==> config.mk <==
export PLATFORM = sky130hd
export DESIGN_NAME = exu_gpr_wb_arb_flat
export DESIGN_NICKNAME = d
export VERILOG_FILES = /design/src/rtl/exu_gpr_wb_arb_if.sv /design/src/rtl/exu_gpr_wb_arb.sv /design/src/flat_wrapper.sv
export SDC_FILE = /design/constraint.sdc
export NUM_CORES = 1
export LEC_CHECK = 0
export CORE_MARGIN = 2
export CORE_UTILIZATION = 50
export CTS_CLUSTER_DIAMETER = 200
export CTS_CLUSTER_SIZE = 16
export DETAILED_ROUTE_END_ITERATION = 10
export DONT_BUFFER_PORTS = 1
export GPL_ROUTABILITY_DRIVEN = 0
export SLEW_MARGIN = 40
export SYNTH_ARGS = -nofsm -noshare
export SYNTH_HDL_FRONTEND = slang
export SYNTH_SLANG_ARGS = --single-unit
==> constraint.sdc <==
create_clock -name clk -period 3.31 [get_ports clk]
set_clock_uncertainty 0.05 [all_clocks]
set_input_delay 0.8275 -clock clk [delete_from_list [all_inputs] [get_ports clk]]
set_output_delay 0.8275 -clock clk [all_outputs]
set_load 0.05 [all_outputs]
==> src/rtl/exu_gpr_wb_arb_if.sv <==
// Bundle of the write-back arbiter's request, response and query signals.
// The arbiter connects through the slave modport; the exec handlers, the LSU,
// the GPR file and the issue logic together make up the master side.
interface exu_gpr_wb_arb_if;
    logic        ex_wb_vld;
    logic        ex_wb_rdy;
    logic [4:0]  ex_wb_addr;
    logic [31:0] ex_wb_data;

    logic        ld_wb_vld;
    logic        ld_wb_rdy;
    logic [4:0]  ld_wb_addr;
    logic [31:0] ld_wb_data;

    logic        gpr_wen;
    logic [4:0]  gpr_waddr;
    logic [31:0] gpr_wdata;

    logic [4:0]  chk_addr;
    logic        chk_hit;
    logic        ld_pend;

    modport master (
        output ex_wb_vld, ex_wb_addr, ex_wb_data,
        input  ex_wb_rdy,
        output ld_wb_vld, ld_wb_addr, ld_wb_data,
        input  ld_wb_rdy,
        input  gpr_wen, gpr_waddr, gpr_wdata,
        output chk_addr,
        input  chk_hit, ld_pend
    );

    modport slave (
        input  ex_wb_vld, ex_wb_addr, ex_wb_data,
        output ex_wb_rdy,
        input  ld_wb_vld, ld_wb_addr, ld_wb_data,
        output ld_wb_rdy,
        output gpr_wen, gpr_waddr, gpr_wdata,
        input  chk_addr,
        output chk_hit, ld_pend
    );
endinterface

==> src/rtl/exu_gpr_wb_arb.sv <==
// Write-back arbiter for the EXU's single GPR write port.
// Exec results go straight through with zero latency; LSU load returns are
// buffered in a small FIFO and written when exec is idle, when the FIFO is
// full, or (with EXU_WB_STARVE_GUARD_EN defined) when the head has been
// denied MAX_WAIT times. Without EXU_WB_STARVE_GUARD_EN there is no wait
// counter and MAX_WAIT only takes part in the parameter legality check.
// Also reports whether a register has a pending load write (RAW stalls).
module exu_gpr_wb_arb #(
    parameter int LD_FIFO_DEPTH = 2,
    parameter int MAX_WAIT      = 4
) (
    input  logic            clk,
    input  logic            rst,
    exu_gpr_wb_arb_if.slave wb
);
    localparam int AW = $clog2(LD_FIFO_DEPTH);
    localparam int PW = AW + 1;

    // Reject parameter values the pointer arithmetic cannot handle
    if (LD_FIFO_DEPTH < 2 || (LD_FIFO_DEPTH & (LD_FIFO_DEPTH - 1)) != 0 || MAX_WAIT < 1) begin : g_paramCheck
        $error("exu_gpr_wb_arb: LD_FIFO_DEPTH must be a power of two >= 2 and MAX_WAIT >= 1");
    end

    logic [4:0]              entAddr_q [LD_FIFO_DEPTH];
    logic [31:0]             entData_q [LD_FIFO_DEPTH];
    logic [PW-1:0]           wrPtr_q, wrPtr_d;
    logic [PW-1:0]           rdPtr_q, rdPtr_d;
    logic [PW-1:0]           count;
    logic [AW-1:0]           headIdx;
    logic [AW-1:0]           tailIdx;
    logic [LD_FIFO_DEPTH-1:0] entValid;
    logic                    empty;
    logic                    full;
    logic                    starve;
    logic                    grantLd;
    logic                    ldHsk;
    logic                    push;
    logic                    pop;

    // Pointers carry one extra wrap bit so full and empty are distinguishable
    assign count   = wrPtr_q - rdPtr_q;
    assign empty   = (count == '0);
    assign full    = (count == PW'(LD_FIFO_DEPTH));
    assign headIdx = rdPtr_q[AW-1:0];
    assign tailIdx = wrPtr_q[AW-1:0];

    // Ready looks only at registered occupancy, never at a same-cycle pop
    assign wb.ld_wb_rdy = !full;
    assign ldHsk        = wb.ld_wb_vld && !full;
    assign push         = ldHsk && (wb.ld_wb_addr != 5'd0);
    assign pop          = grantLd;

    // A buffered load wins when exec is idle, the FIFO is full, or it starved
    assign grantLd      = !empty && (!wb.ex_wb_vld || full || starve);
    assign wb.ex_wb_rdy = !grantLd;
    assign wb.ld_pend   = !empty;

`ifdef EXU_WB_STARVE_GUARD_EN
    localparam int WW = $clog2(MAX_WAIT + 1);
    localparam logic [WW-1:0] MAX_WAIT_C = WW'(MAX_WAIT);

    logic [WW-1:0] waitCnt_q, waitCnt_d;

    // Count cycles a waiting head is denied, saturating at the starve limit
    always_comb begin
        waitCnt_d = waitCnt_q;
        if (pop || empty) begin
            waitCnt_d = '0;
        end else if (!starve) begin
            waitCnt_d = waitCnt_q + WW'(1);
        end
    end

    // Wait counter register
    always_ff @(posedge clk or posedge rst) begin
        if (rst) begin
            waitCnt_q <= '0;
        end else begin
            waitCnt_q <= waitCnt_d;
        end
    end

    assign starve = (waitCnt_q == MAX_WAIT_C);
`else
    assign starve = 1'b0;
`endif

    // Advance tail on a real push and head on a pop; wrap is natural modulo
    always_comb begin
        wrPtr_d = wrPtr_q + {{AW{1'b0}}, push};
        rdPtr_d = rdPtr_q + {{AW{1'b0}}, pop};
    end

    // Pointer registers; reset drops every buffered load
    always_ff @(posedge clk or posedge rst) begin
        if (rst) begin
            wrPtr_q <= '0;
            rdPtr_q <= '0;
        end else begin
            wrPtr_q <= wrPtr_d;
            rdPtr_q <= rdPtr_d;
        end
    end

    // Entry storage needs no reset: validity comes only from the pointers
    always_ff @(posedge clk) begin
        if (push) begin
            entAddr_q[tailIdx] <= wb.ld_wb_addr;
            entData_q[tailIdx] <= wb.ld_wb_data;
        end
    end

    // An entry is live when its distance from the head is below occupancy
    for (genvar i = 0; i < LD_FIFO_DEPTH; i++) begin : g_ent
        logic [AW-1:0] offs;
        assign offs        = AW'(i) - headIdx;
        assign entValid[i] = ({1'b0, offs} < count);
    end

    // Pending-load query covers live entries and a push accepted this cycle
    always_comb begin
        wb.chk_hit = 1'b0;
        if (wb.chk_addr != 5'd0) begin
            for (int i = 0; i < LD_FIFO_DEPTH; i++) begin
                if (entValid[i] && (entAddr_q[i] == wb.chk_addr)) begin
                    wb.chk_hit = 1'b1;
                end
            end
            if (push && (wb.ld_wb_addr == wb.chk_addr)) begin
                wb.chk_hit = 1'b1;
            end
        end
    end

    // Drive the GPR write port from the FIFO head or from the exec request
    always_comb begin
        wb.gpr_wen   = 1'b0;
        wb.gpr_waddr = 5'd0;
        wb.gpr_wdata = 32'd0;
        if (grantLd) begin
            wb.gpr_wen   = 1'b1;
            wb.gpr_waddr = entAddr_q[headIdx];
            wb.gpr_wdata = entData_q[headIdx];
        end else if (wb.ex_wb_vld) begin
            wb.gpr_wen   = (wb.ex_wb_addr != 5'd0);
            wb.gpr_waddr = wb.ex_wb_addr;
            wb.gpr_wdata = wb.ex_wb_data;
        end
    end
endmodule

==> src/flat_wrapper.sv <==
// flat-port wrapper written by rule: the top's interface ports become plain ports
module exu_gpr_wb_arb_flat 
#(
    parameter int LD_FIFO_DEPTH = 2,
    parameter int MAX_WAIT      = 4
)
  (clk, rst, wb_ex_wb_vld, wb_ex_wb_addr, wb_ex_wb_data, wb_ex_wb_rdy, wb_ld_wb_vld, wb_ld_wb_addr, wb_ld_wb_data, wb_ld_wb_rdy, wb_gpr_wen, wb_gpr_waddr, wb_gpr_wdata, wb_chk_addr, wb_chk_hit, wb_ld_pend);
  exu_gpr_wb_arb_if wb_i ();
  input  logic clk;
  input  logic rst;
  input wire logic [$bits(wb_i.ex_wb_vld)-1:0] wb_ex_wb_vld;
  input wire logic [$bits(wb_i.ex_wb_addr)-1:0] wb_ex_wb_addr;
  input wire logic [$bits(wb_i.ex_wb_data)-1:0] wb_ex_wb_data;
  output wire logic [$bits(wb_i.ex_wb_rdy)-1:0] wb_ex_wb_rdy;
  input wire logic [$bits(wb_i.ld_wb_vld)-1:0] wb_ld_wb_vld;
  input wire logic [$bits(wb_i.ld_wb_addr)-1:0] wb_ld_wb_addr;
  input wire logic [$bits(wb_i.ld_wb_data)-1:0] wb_ld_wb_data;
  output wire logic [$bits(wb_i.ld_wb_rdy)-1:0] wb_ld_wb_rdy;
  output wire logic [$bits(wb_i.gpr_wen)-1:0] wb_gpr_wen;
  output wire logic [$bits(wb_i.gpr_waddr)-1:0] wb_gpr_waddr;
  output wire logic [$bits(wb_i.gpr_wdata)-1:0] wb_gpr_wdata;
  input wire logic [$bits(wb_i.chk_addr)-1:0] wb_chk_addr;
  output wire logic [$bits(wb_i.chk_hit)-1:0] wb_chk_hit;
  output wire logic [$bits(wb_i.ld_pend)-1:0] wb_ld_pend;
  assign wb_i.ex_wb_vld = wb_ex_wb_vld;
  assign wb_i.ex_wb_addr = wb_ex_wb_addr;
  assign wb_i.ex_wb_data = wb_ex_wb_data;
  assign wb_ex_wb_rdy = wb_i.ex_wb_rdy;
  assign wb_i.ld_wb_vld = wb_ld_wb_vld;
  assign wb_i.ld_wb_addr = wb_ld_wb_addr;
  assign wb_i.ld_wb_data = wb_ld_wb_data;
  assign wb_ld_wb_rdy = wb_i.ld_wb_rdy;
  assign wb_gpr_wen = wb_i.gpr_wen;
  assign wb_gpr_waddr = wb_i.gpr_waddr;
  assign wb_gpr_wdata = wb_i.gpr_wdata;
  assign wb_i.chk_addr = wb_chk_addr;
  assign wb_chk_hit = wb_i.chk_hit;
  assign wb_ld_pend = wb_i.ld_pend;
  exu_gpr_wb_arb #(.LD_FIFO_DEPTH(LD_FIFO_DEPTH), .MAX_WAIT(MAX_WAIT)) u_core (.clk(clk), .rst(rst), .wb(wb_i));
endmodule
==> metrics.md, run 1 <==
| Metric | Value |
|---|---|
| Drt first-iter violations | `79` |
| Synth top area share | `0.637` |
| Initial Util | `0.516` |
| Crit Path Max Fanout | `21` |
| CTS max path bufs | `2` |
| IO Pins | `around 130` |
| Kind of end point of the critical path | `output pin` |
| Top cells by area, synth | `edfxtp_1 64%, mux2i_1 11%, o21ai_0 5.0%` |
| CTS buffer count | `9` |
| Setup crit start | `u_core.wrPtr_q[0]$_DFF_PP0_` |
| Mean routed wirelength per cell | `roughly 18 microns` |
| Max Cap Violations | `0` |
| Unrepaired setup endpoints after global routing | `yes` |
| CP arrival | `between 2 and 2.5 ns` |
| Syn Nets | `approximately 340` |
| Die width | `about 88 microns` |
| Core Area | `6760 sq um` |
| Max-slew headroom | `0.629` |
| Yosys cell types | `27` |
| Number of global-route vias before repair | `2092` |
| Via density | `between 5 and 6` |
| CTS tree | `built` |
| Post-layout util | `0.674` |
| DIE AREA | `between 7000 and 8000 sq um` |
| Post-synth top area cell | `edfxtp_1` |
| Worst path top cell family by delay | `buffers and inverters` |
| Post-route ant nets | `0` |
| Overflow after GRT | `0` |
| FF-to-FF Start | `u_core.wrPtr_q[0]$_DFF_PP0_` |
| Final min period | `between 3 and 4 ns` |
| GRT Util Overall | `0.180` |
| Antenna Cells | `0` |
| Synth warn | `0` |
| CTS HTree Levels | `3` |
| Setup slack, reg-to-reg | `about 0.95 ns` |
| Dpl hpwl | `between 4000 and 5000 microns` |
| Fin crit share | `0.967` |
| Nets@finish | `381` |
| Slew Viols, Final | `0` |
| Critical path's slowest cell | `dfrtp_1` |
| Initial antenna violation count | `0` |
| Layout cells sized above 1 | `0.250` |
| HP Class | `input pin to async pin` |
| Largest net degree at the start of global routing | `39` |
| Buf/Inv on CP | `4` |
| Post-synth design cell area | `approximately 3500 sq um` |
| Routed Wire Length | `~6700 microns` |
| FF+latch count, synth | `between 70 and 80` |
| CP max stage delay | `between 0.4 and 0.5 ns` |
| DRC errors left | `0` |
| Worst reg2reg path depth | `7` |
| R2r endpoint | `u_core.entData_q[1][12]$_DFFE_PP_` |
| Crit path kind | `flop to output pin` |
| DRT Pass-1 Iters | `4` |
| Clk slew on worst S/H paths | `0.07 ns` |
| Final Hold Viols | `0` |
| CTS root buffer | `clkbuf_8` |
| Hold WS | `0.205 ns` |
| Req. time, crit path | `about 2.4 ns` |
| First-pass GRT wire length | `~10000 microns` |
| Sequential fraction of the synthesis area | `0.665` |
| Syn_area_per_cell | `approximately 14 sq um` |
| CTS sink count | `78` |
| P&R area growth vs syn | `30.4%` |
| Clock Latency Late Sink | `roughly 0.33 ns` |
| Post-CTS Setup Bufs | `0` |
| Mapped Cells | `250` |
| Rows | `30` |
| Worst Tran Pin Value | `0.556 ns` |
| Final setup viols | `0` |
| Status | `finished clean` |
| PortBufs | `0` |
| Via count | `2085` |
| Startpoint types | `flop` |
| Worst path cell trace | `inv_1, ha_1, inv_1, ha_1, nand2_2, and2_1, buf_6, nand2_1, o21ai_1, buf_12` |
| FMAX | `roughly 310 MHz` |
| Die Ht | `87.5 microns` |
[final cells by class]
cell class | instances | area (sq um)
Timing Repair Buffer | 43 | 772
Multi-Input combinational cell | 154 | 1150
Tap cell | 80 | 100
Inverter | 6 | 22.5
Fill cell | 496 | 2210
Clock buffer | 9 | 124
Clock inverter | 6 | 62.6
Sequential cell | 78 | 2320
[sequential cells by signal (all words and copies together), names as in the netlist]
| signal | count |
|---|---|
| u_core.entAddr_q | 10 |
| u_core.entData_q | 64 |
| u_core.wrPtr_q | 2 |
| u_core.rdPtr_q | 2 |
[metal layers]
| metal | up-vias | GRT usage | part of all wire |
|---|---|---|---|
| li1 | 1001 | - | - |
| met1 | 999 | 0.223 | 0.40 |
| met2 | 75 | 0.293 | 0.51 |
| met3 | 10 | 0.0556 | 0.077 |
| met4 | 0 | 0.0797 | 0.013 |
| met5 | - | 0 | 0 |
[what timing repair did]
action                                 4_1_cts  5_1_grt
hold buffers                                 0        0
resized for setup                            0        4
endpoints found under the hold margin        0        0
setup endpoints to repair                    0       30
[stage by stage]
step                      std cells  setup TNS, ns  worst slack [ns]  instance area (sq um)
final                           376              0             0.108                   4550
after global routing            376        -0.0379           -0.0202                   4550
after CTS                       376              0            0.0686                   4540
after detailed placement        361              0             0.454                   4350
after global placement          361              0             0.553                   4330
after floorplan                 250          -1.19           -0.0398                   3540
[how the worst max path moves through the flow]
stage / endpoint / slack, ns / cells past startpoint
5_1_grt: wb_gpr_wdata[9] / -0.02 / 10
4_1_cts: wb_gpr_waddr[4] / 0.07 / 10
6_report: wb_gpr_wdata[6] / 0.11 / 10
3_5_place_dp: wb_gpr_waddr[4] / 0.45 / 10
3_3_place_gp: wb_gpr_wen / 0.55 / 3
2_1_floorplan: wb_gpr_waddr[0] / -0.04 / 8
[synthesized netlist by cell type]
| cell | number |
|---|---|
| o21ai_0 | 35 |
| and2_1 | 1 |
| nand2_1 | 39 |
| nor4_1 | 1 |
| xor2_1 | 10 |
| edfxtp_1 | 74 |
| o311a_4 | 1 |
| o21a_1 | 1 |
| clkbuf_1 | 3 |
| nor3_1 | 1 |
| buf_6 | 3 |
| nand2b_1 | 1 |
| ha_1 | 6 |
| inv_1 | 6 |
| nand4_2 | 1 |
| o21ai_1 | 4 |
| xnor2_1 | 8 |
| or4_1 | 2 |
| buf_2 | 3 |
| buf_4 | 3 |
| a2bb2oi_1 | 1 |
| nor2_1 | 2 |
| a21oi_2 | 1 |
| mux2i_1 | 37 |
| nand4_1 | 1 |
| or3_1 | 1 |
| dfrtp_1 | 4 |
[layout by cell type, fill, tap and decap left out, types with 2 or more instances in the layout]
| cell | Yosys | final |
|---|---|---|
| nand2_1 | 39 | 37 |
| or4_1 | 2 | 2 |
| ha_4 | 0 | 2 |
| mux2i_1 | 37 | 37 |
| nor2_1 | 2 | 2 |
| xor2_1 | 10 | 10 |
| buf_4 | 3 | 5 |
| o21ai_4 | 0 | 3 |
| o21ai_1 | 4 | 29 |
| o21ai_0 | 35 | 2 |
| nand2_2 | 0 | 2 |
| dfrtp_1 | 4 | 3 |
| o21ai_2 | 0 | 5 |
| buf_12 | 0 | 35 |
| clkbuf_8 | 0 | 9 |
| buf_6 | 3 | 3 |
| inv_1 | 6 | 6 |
| ha_1 | 6 | 4 |
| clkinvlp_4 | 0 | 2 |
| xnor2_1 | 8 | 8 |
| edfxtp_1 | 74 | 74 |
[cells by family after synthesis]
group,count (synthesis),synth area share
flip-flops,78,0.665
AO/OA/AOI/OAI,43,0.0692
XOR/XNOR,18,0.0452
multiplexers,37,0.106
buffers and inverters,18,0.0301
adder cells (fa/ha/maj),6,0.0215
AND/OR/NAND/NOR,50,0.0624
Power of run 1 is left out: the tool's default activity adds up to more than one toggle a clock period on the data nets, which glitch-free logic cannot reach.
==> run 2, diff against run 1 <==
--- a/config.mk
+++ b/config.mk
@@ -5,6 +5,8 @@
 export SDC_FILE = /design/constraint.sdc
 export NUM_CORES = 1
 export LEC_CHECK = 0
+export CAP_MARGIN = 20
+export CORE_ASPECT_RATIO = 0.7
 export CORE_MARGIN = 2
 export CORE_UTILIZATION = 50
 export CTS_CLUSTER_DIAMETER = 200
==> run 2 against run 1 <==
Final cell count up 3.5%. Die area is 0.14% higher. Sequential share of layout area fell by 1.1 points. Setup slack better by 0.020 ns. Via count up 2.4%. Wire length up 8.0%. Non-clock buffer count fell by 2. Global-route usage up 1.7 points. Worst hold slack worse by 0.0080 ns. First-iteration DRC count shrank 11%. Register-to-register slack worse by 0.03 ns.
==> metrics.md, run 2 (synthesis gave the netlist of run 1 again) <==
| Metric | Value |
|---|---|
| Fin crit share | `0.961 (-0.00599)` |
| Finished Layout Cells | `389 (+3.5%)` |
| Max-slew headroom | `0.594 (-0.0357)` |
| Routed Wire Length | `7240 microns (+8.0%)` |
| Critical path's slowest cell | `dfrtp_1` |
| Startpoint types | `flop` |
| First-pass GRT wire length | `11100 microns (+8.3%)` |
| Die width | `104 microns (+19%)` |
| Overflow after GRT | `0 (unchanged)` |
| R2r endpoint | `u_core.entData_q[0][7]$_DFFE_PP_` |
| Die Ht | `73.9 microns (-16%)` |
| Worst reg2reg path depth | `7 (unchanged)` |
| P&R area growth vs syn | `33.2%` |
| Worst path cell trace | `inv_1, ha_1, inv_1, ha_1, nand2_2, o21a_2, buf_12, o21ai_1, buf_12` |
| Drt first-iter violations | `70 (-11%)` |
| Layout cells sized above 1 | `0.288 (+0.0381)` |
| Top Registers | `u_core.entData_q: 64 flops, u_core.entAddr_q: 10 flops` |
| Slew Viols, Final | `0 (unchanged)` |
| Most frequent cells in the layout | `74 x edfxtp_1, 37 x mux2i_1, 37 x nand2_1, 37 x buf_12, 18 x o21ai_1` |
| Final worst slack | `0.128 ns (+0.0198 ns)` |
| Hold-fix buffers, CTS | `0 (unchanged)` |
| GRT Util Overall | `0.197 (+0.0166)` |
| Placed insts | `373 (+3.3%)` |
| Crit Path Max Fanout | `28 (+33%)` |
| Initial Util | `0.516 (unchanged)` |
| HP Class | `input pin to async pin` |
| CTS HTree Levels | `3 (unchanged)` |
| CTS max path bufs | `2 (unchanged)` |
| CP max stage delay | `0.43 ns (about the same)` |
| Buf/Inv on CP | `4 (unchanged)` |
| Number of flip-flops under the largest register name | `64 (unchanged)` |
| Initial antenna violation count | `0 (unchanged)` |
| Unrepaired setup endpoints after global routing | `yes` |
| IO Pins | `125 (unchanged)` |
| Place WS | `0.375 ns (-0.0787 ns)` |
| Max Cap Violations | `0 (unchanged)` |
| Rows | `25 (-17%)` |
| Worst Tran Pin Value | `0.609 ns (+0.0535 ns)` |
| Most common cell after layout, fill and taps aside | `edfxtp_1` |
| FMAX | `314 MHz (+0.62%)` |
| Core Area | `6760 sq um (unchanged)` |
| DRC errors left | `0 (unchanged)` |
| Dpl hpwl | `5170 microns (+6.4%)` |
| Setup slack, reg-to-reg | `0.92 ns (-0.03 ns)` |
| CP arrival | `2.30 ns (-0.02 ns)` |
| DIE AREA | `7670 sq um (+0.14%)` |
| Clk slew on worst S/H paths | `0.08 ns (about the same)` |
| Via density | `5.49 (-0.98%)` |
| PortBufs | `0 (unchanged)` |
| Final Hold Viols | `0 (unchanged)` |
| FF-to-FF Start | `u_core.wrPtr_q[0]$_DFF_PP0_` |
| Largest Register | `u_core.entData_q` |
| Via count | `2136 (+2.4%)` |
| Crit path kind | `flop to output pin` |
| Post-route ant nets | `0 (unchanged)` |
| Final Cell Area | `4650 sq um (+2.1%)` |
| Kind of end point of the critical path | `output pin` |
| Final min period | `3.18 ns (-0.0198 ns)` |
| Setup TNS | `0 ns (unchanged)` |
| CTS tree | `built` |
| Final setup viols | `0 (unchanged)` |
| Nets@finish | `379 (-0.52%)` |
| Mean routed wirelength per cell | `18.6 microns (+4.4%)` |
| DRT Pass-1 Iters | `4 (unchanged)` |
| Clock Latency Late Sink | `0.34 ns (about the same)` |
| Number of global-route vias before repair | `2214 (+5.8%)` |
| Fillers | `473 (-4.6%)` |
| CTS root buffer | `clkbuf_8` |
| Largest net degree at the start of global routing | `39 (unchanged)` |
| Antenna Cells | `0 (unchanged)` |
| Status | `finished clean` |
| Dpl cell area | `4360 sq um (+0.35%)` |
| Req. time, crit path | `2.43 ns (about the same)` |
| Worst path top cell family by delay | `buffers and inverters` |
| CTS sink count | `78 (unchanged)` |
| CTS buffer count | `9 (unchanged)` |
==> run 2: repair_timing <==
item | CTS | global route
setup endpoints to repair | 3 | 35
buffers inserted | 0 | 0
resized for setup | 1 | 16
==> run 2: area by class of cell <==
cell class                 instances  area [sq um]  area share
timing repair buffer              41           774       0.167
tap                               94           118      0.0253
sequential                        78          2320       0.500
inverter                           6          22.5     0.00485
clock inverter                     7          96.3      0.0207
multi-input combinational        154          1190       0.256
clock buffer                       9           124      0.0266
==> run 2: per-stage QoR <==
stage | utilization | hold WS [ns]
5_1_grt | 0.688 | 0.184
2_1_floorplan | - | 0.409
3_5_place_dp | 0.646 | 0.432
4_1_cts | 0.679 | 0.183
3_3_place_gp | 0.643 | 0.422
6_report | 0.688 | 0.197
==> run 2: worst max-delay path by stage <==
stage	startpoint	cells after the start	endpoint	slack (ns)
after floorplan	u_core.rdPtr_q[0]$_DFF_PP0_	8	wb_gpr_waddr[0]	-0.04
after global placement	wb_ld_wb_addr[0]	5	wb_chk_hit	0.57
after detailed placement	u_core.wrPtr_q[0]$_DFF_PP0_	10	wb_gpr_wdata[22]	0.37
after CTS	u_core.wrPtr_q[0]$_DFF_PP0_	10	wb_gpr_wdata[22]	0.04
after global routing	u_core.wrPtr_q[0]$_DFF_PP0_	9	wb_gpr_waddr[4]	-0.03
final	u_core.wrPtr_q[0]$_DFF_PP0_	9	wb_gpr_wdata[21]	0.13
==> run 2: layer usage <==
metal	part of all wire	wire length, microns	up-vias	global-route usage
met5	0	0	-	0
met4	0.0091	66	0	0.0646
met3	0.11	802	8	0.109
met2	0.50	3590	103	0.327
met1	0.38	2780	1024	0.220
li1	-	-	1001	-
Power of run 2 is left out for the same reason.
